[config.mk]
export PLATFORM = sky130hd
export DESIGN_NAME = display_scan
export DESIGN_NICKNAME = d
export VERILOG_FILES = /design/src/rtl/display_scan_pkg.sv /design/src/rtl/display_scan_tick.sv /design/src/rtl/display_scan.sv
export SDC_FILE = /design/constraint.sdc
export NUM_CORES = 1
export LEC_CHECK = 0
export ABC_CLOCK_PERIOD_IN_PS = 2650
export BUFFER_PORTS_ARGS = -buffer_cell sky130_fd_sc_hd__buf_2
export CAP_MARGIN = 20
export CELL_PAD_IN_SITES_DETAIL_PLACEMENT = 1
export CELL_PAD_IN_SITES_GLOBAL_PLACEMENT = 1
export CORE_MARGIN = 4
export CORE_UTILIZATION = 44
export DETAILED_ROUTE_END_ITERATION = 6
export PLACE_DENSITY_LB_ADDON = 0.25
export SETUP_SLACK_MARGIN = 0.1
export SLEW_MARGIN = 20
export SYNTH_ARGS = -nofsm -noshare
export SYNTH_HDL_FRONTEND = slang
export SYNTH_HIERARCHICAL = 1
export SYNTH_SLANG_ARGS = --single-unit
[constraint.sdc]
create_clock -name clk -period 2.65 [get_ports clk]
set_input_delay 0.53 -clock clk [delete_from_list [all_inputs] [get_ports clk]]
set_output_delay 0.53 -clock clk [all_outputs]
set_load 0.01 [all_outputs]
[src/rtl/display_scan_pkg.sv]
// ============================================================================
// Module      : display_scan_pkg
// Description : Shared constants, types and a nibble-select helper for the
//               eight-digit multiplexed display scanner.
// Revision    : 1.0 - initial release
// ============================================================================
`default_nettype none

package display_scan_pkg;

    localparam int NDIG  = 8;
    localparam int IDX_W = 3;
    localparam logic [NDIG-1:0] AN_OFF = 8'hFF;

    typedef logic [3:0]        nibble_t;
    typedef logic [NDIG-1:0]   mask_t;
    typedef logic [4*NDIG-1:0] word_t;
    typedef logic [IDX_W-1:0]  idx_t;

    function automatic nibble_t nibble_at(input word_t w, input idx_t i);
        return w[4*i +: 4];
    endfunction

endpackage

`default_nettype wire

[src/rtl/display_scan_tick.sv]
// ============================================================================
// Module      : scan_tick
// Description : Slot prescaler; counts 0..DIV-1 and flags the last cycle.
// Revision    : 1.0 - initial release
// ============================================================================
`default_nettype none

module scan_tick
    import display_scan_pkg::*;
#(
    parameter int DIV   = 100000,
    parameter int CNT_W = $clog2(DIV)
) (
    input  logic             clk,
    input  logic             rst,
    output logic             tick,
    output logic [CNT_W-1:0] cnt
);

    logic [CNT_W-1:0] r_cnt;

    assign tick = (r_cnt == CNT_W'(DIV - 1));
    assign cnt  = r_cnt;

    always_ff @(posedge clk) begin
        if (rst) begin
            r_cnt <= '0;
        end else if (tick) begin
            r_cnt <= '0;
        end else begin
            r_cnt <= r_cnt + 1'b1;
        end
    end

endmodule

`default_nettype wire

[src/rtl/display_scan.sv]
// ============================================================================
// Module      : display_scan
// Description : Eight-digit multiplexed display scanner with frame-aligned
//               double buffering. Optional macro LEADING_ZERO_BLANK_EN darkens
//               leading zero digits.
// Revision    : 1.0 - initial release
// ============================================================================
`default_nettype none

module display_scan
    import display_scan_pkg::*;
#(
    parameter int DIV   = 100000,
    parameter int BLANK = 16
) (
    input  logic        clk,
    input  logic        rst,
    input  logic [31:0] data_in,
    input  logic [7:0]  dp_in,
    input  logic [7:0]  en_in,
    input  logic        load,
    output logic [3:0]  num,
    output logic [7:0]  an,
    output logic        dp_n,
    output logic        busy,
    output logic        frame
);

    localparam int CNT_W = $clog2(DIV);

    logic             w_tick;
    logic [CNT_W-1:0] w_cnt;

    idx_t    r_idx;
    word_t   r_shadow_data, r_pend_data;
    mask_t   r_shadow_dp, r_pend_dp;
    mask_t   r_shadow_en, r_pend_en;
    logic    r_busy;
    mask_t   r_an;
    nibble_t r_num;
    logic    r_dp_n;
    logic    r_frame;

    logic    w_frame_end;
    logic    w_digit_on;
    mask_t   w_lzb;
    mask_t   w_an;
    nibble_t w_num;
    logic    w_dp_n;
    logic    w_frame;

    scan_tick #(
        .DIV   (DIV),
        .CNT_W (CNT_W)
    ) u_scan_tick (
        .clk  (clk),
        .rst  (rst),
        .tick (w_tick),
        .cnt  (w_cnt)
    );

`ifdef LEADING_ZERO_BLANK_EN
    // Digit k goes dark when it and every more-significant nibble are zero.
    for (genvar k = 0; k < NDIG; k++) begin : g_lzb
        if (k == 0) begin : g_first
            assign w_lzb[k] = 1'b0;
        end else begin : g_upper
            assign w_lzb[k] = (r_shadow_data[4*NDIG-1:4*k] == '0);
        end
    end
`else
    assign w_lzb = '0;
`endif

    assign w_frame_end = w_tick && (r_idx == idx_t'(NDIG - 1));

    always_comb begin
        w_digit_on = 1'b0;
        w_an       = AN_OFF;
        w_dp_n     = 1'b1;
        w_num      = nibble_at(r_shadow_data, r_idx);
        w_frame    = (w_cnt == '0) && (r_idx == '0);
        if ((w_cnt >= CNT_W'(BLANK)) && r_shadow_en[r_idx] && !w_lzb[r_idx]) begin
            w_digit_on = 1'b1;
        end
        if (w_digit_on) begin
            w_an   = ~(mask_t'(1) << r_idx);
            w_dp_n = ~r_shadow_dp[r_idx];
        end
    end

    always_ff @(posedge clk) begin
        if (rst) begin
            r_idx         <= '0;
            r_shadow_data <= '0;
            r_shadow_dp   <= '0;
            r_shadow_en   <= '0;
            r_pend_data   <= '0;
            r_pend_dp     <= '0;
            r_pend_en     <= '0;
            r_busy        <= 1'b0;
            r_an          <= AN_OFF;
            r_num         <= '0;
            r_dp_n        <= 1'b1;
            r_frame       <= 1'b0;
        end else begin
            r_an    <= w_an;
            r_num   <= w_num;
            r_dp_n  <= w_dp_n;
            r_frame <= w_frame;
            if (w_tick) begin
                r_idx <= r_idx + 1'b1;
            end
            // A load landing on the boundary bypasses the pending buffer.
            if (w_frame_end) begin
                r_busy <= 1'b0;
                if (load) begin
                    r_shadow_data <= data_in;
                    r_shadow_dp   <= dp_in;
                    r_shadow_en   <= en_in;
                end else if (r_busy) begin
                    r_shadow_data <= r_pend_data;
                    r_shadow_dp   <= r_pend_dp;
                    r_shadow_en   <= r_pend_en;
                end
            end else if (load) begin
                r_pend_data <= data_in;
                r_pend_dp   <= dp_in;
                r_pend_en   <= en_in;
                r_busy      <= 1'b1;
            end
        end
    end

    assign num   = r_num;
    assign an    = r_an;
    assign dp_n  = r_dp_n;
    assign busy  = r_busy;
    assign frame = r_frame;

endmodule

`default_nettype wire

==> impl_metrics.yaml <==
floorplanning:
  start_util_pct: 45.7
  ioPinCount: 66
  core_um2: 12300
  die-width_um: 121
  die_h_um: 121
  placementRows: 40
  dieArea_um2: 14600
synth:
  netlist.area_leader.share_pct: 46.8
  synth_ff_type: "dfxtp_1"
  syn-cell-area_um2: 5600
  ys_seq_area_share_pct: 46.8
  synth.area.top_cells: "dfxtp_1 47%, mux2i_1 9.3%, nand2_1 7.8%, a211oi_1 6.8%, a21oi_1 4.8%"
  syn_inst: 609
  synth_warnings: 6
  synth_edf_count: 0
  synth_top_cells_by_count: "131 x dfxtp_1, 117 x nand2_1, 72 x nor2_1"
  synth-seq-cells: 131
  syn_nets: 667
  syn_area_per_cell_um2: 9.20
  synth.most_common_cell: "dfxtp_1"
  synth_cell_types: 43
  post-synth-top-area-cell: "dfxtp_1"
  async_reset_ff_share_pct: 0
timing:
  holdWs_ps: 355
  period_needed_ps: 2350
  relSlewSlack_pct: 59.7
  worst_pin_slew_ps: 605
  min_period_over_period_pct: 88.6
  setup_viol: 0
  fmax_ghz: 0.426
  slew_violations: 0
  finalHoldViolCount: 0
  rsz0062_at_grt: "no"
  finClkSkew_ps: 9.85
  tns_ps: 0
routing:
  first_iter_violations: 250
  drc_errors: 0
  vias: 4536
  final_antenna_net_count: 0
  drt-total-wl_um: 14100
  dr.pass1.iters: 4
  via_per_inst: 5.37
  wire_per_inst_um: 16.8
worst_hold_path:
  worstHoldPathType: "in2reg"
placement:
  io_buffers: 65
  gp_congestion: 0.822
  dp_hpwl_um: 9460
setup_path:
  crit_fanout: 63
  cpPeakStageDelay_ps: 420
  required_ps: 2980
  arrival_ps: 2670
  endpoint_kind: "flop"
  start_kind: "flop"
  crit_path_frequent_cell: "nor2_1"
  crit_path_cell_trace: "ha_1 > nand4_1 > nor2_1 > and3_1 > nand2_1 > nor2_4 > buf_12 > nor2_1 > a211oi_1"
  critPathKind: "reg2reg"
  slowest_stage: "dfxtp_1"
flow_run:
  maxCapViolations: 0
power_and_ir_drop:
  combPwrFrac_pct: 5.5
  vdd_ir_drop_max_mv: 0.435
  p_leak_nw: 2.57
  switchingPower_w: 0.00103
  p_int_w: 0.00379
  pwr-share-seq_pct: 42.4
  p_per_area_nw_per_um2: 722
  p_clk_share_pct: 52.1
  switching_share_pct: 21.4
layout:
  area_growth_pct: 19.2
  seqCellArea_um2: 2620
  fill_cells: 1432
  antenna_cells: 0
  nets: 721
  layout-drive-gt1-share_pct: 19.4
  multi_input_comb_area_um2: 2710
global_route:
  grt_pass1_vias: 4569
  grt_pass1_wl_um: 23000
  grt_overflow: 0
  antenna_found_initial: 0
  grtUsageTotal_pct: 20.1
  grt_max_degree: 64
clock_network:
  clkLatencyLatePin_ps: 430
  clk_pin_slew_ps: 60
  root_buffer: "clkbuf_16"
  clock-sinks: 131
  h-tree-depth: 4
  clockBufferDepth: 2
  cts_tree: "built"
  postCtsHoldBufs: 0
  cts_made_buffers: 17
run_status:
  outcome: "finished, final reports clean"
==> sequential cells by signal, indices dropped and copies added (netlist names) <==
name / flops
r_shadow_dp: 8
num: 4
r_pend_dp: 8
frame: 1
u_scan_tick/cnt: 17
an: 8
r_shadow_en: 8
r_pend_en: 8
dp_n: 1
r_shadow_data: 32
busy: 1
r_pend_data: 32
r_idx: 3
==> layer usage <==
metal	track usage, %	vias to the layer above	share of wire [%]
met4	7.65	0	1.7
met5	0	-	0
met2	34.2	78	49
met1	24.4	2202	45
li1	-	2238	-
met3	4.77	18	4.2
==> power by group through the flow <==
| stage | clock network (W) | logic (W) | registers (W) |
|---|---|---|---|
| floorplan | 0 | 0.000166 | 0.00208 |
| global placement | 0 | 0.000251 | 0.00208 |
| detailed placement | 0 | 0.000264 | 0.00209 |
| CTS | 0.00255 | 0.000268 | 0.00204 |
| global route | 0.00264 | 0.000294 | 0.00205 |
| finish | 0.00251 | 0.000263 | 0.00204 |
==> worst max-delay path: cells and delay by family (launching register included) <==
family	cells	cell delay (ps)
adders and majority gates	1	260
AOI/OAI and AO/OA	1	230
DFF	1	420
buffers and inverters	1	260
and+or+nand+nor	6	1050
==> layout make-up <==
type	count	share of cell area, %
timing repair buffer	81	7.14
inverter	5	0.281
clock buffer	23	7.31
sequential	131	39.3
multi-input combinational	427	40.6
clock inverter	9	2.25
tap	168	3.15
==> repair_timing <==
item,4_1_cts,5_1_grt
setup buffers,0,4
endpoints found under the setup margin,0,55
hold endpoints to repair,0,0
gates resized for setup,0,2
==> through the flow <==
| step | power (W) | instance area (µm²) | instances | util (%) | worst slack (ps) |
|---|---|---|---|---|---|
| final | 0.00482 | 6680 | 844 | 54.5 | 302 |
| after global routing | 0.00499 | 6680 | 844 | 54.5 | 98.6 |
| after CTS | 0.00486 | 6640 | 840 | 54.2 | 308 |
| after detailed placement | 0.00235 | 6000 | 808 | 49.0 | 352 |
| after global placement | 0.00233 | 6000 | 808 | 49.0 | 524 |
| after floorplan | 0.00225 | 5600 | 609 | - | 620 |
==> final timing paths <==
kind / from / to / slack [ps] / depth (start not counted)
max: u_scan_tick/cnt[0] / r_shadow_data[5] / 300 / 9
max reg2reg: u_scan_tick/cnt[0] / r_shadow_data[5] / 300 / 9
min reg2reg: r_pend_data[28] / r_pend_data[28] / 450 / 2
min: data_in[18] / r_pend_data[18] / 350 / 3
==> cells by family after synthesis <==
kind of cell	after synthesis	share of synthesized area (%)
compound gates	113	12.9
xor+xnor	14	2.19
fa+ha+maj	7	1.56
buf+inv	51	4.91
flops	131	46.8
mux	63	13.7
simple gates	230	18.0
==> cells in the final DEF, fill, tap and decap left out, types with 2 or more instances in the layout <==
cell type and n:
nor3_1 4, clkinvlp_4 2, inv_1 4, nand2_1 116
xnor2_1 9, clkbuf_8 4, clkbuf_16 17, mux4_2 7
a211oi_1 51, dfxtp_1 131, nor4_1 5, mux2i_1 52
clkbuf_1 2, mux4_1 3, nor2_1 72, buf_12 2
xor2_1 5, o31ai_1 2, clkinv_2 3, or4_1 3
ha_1 7, a21oi_1 54, nand3_1 9, buf_2 64
bufinv_16 4, nand4_1 7, buf_4 14, a31o_2 2
Power figures use the tool's default switching activity.
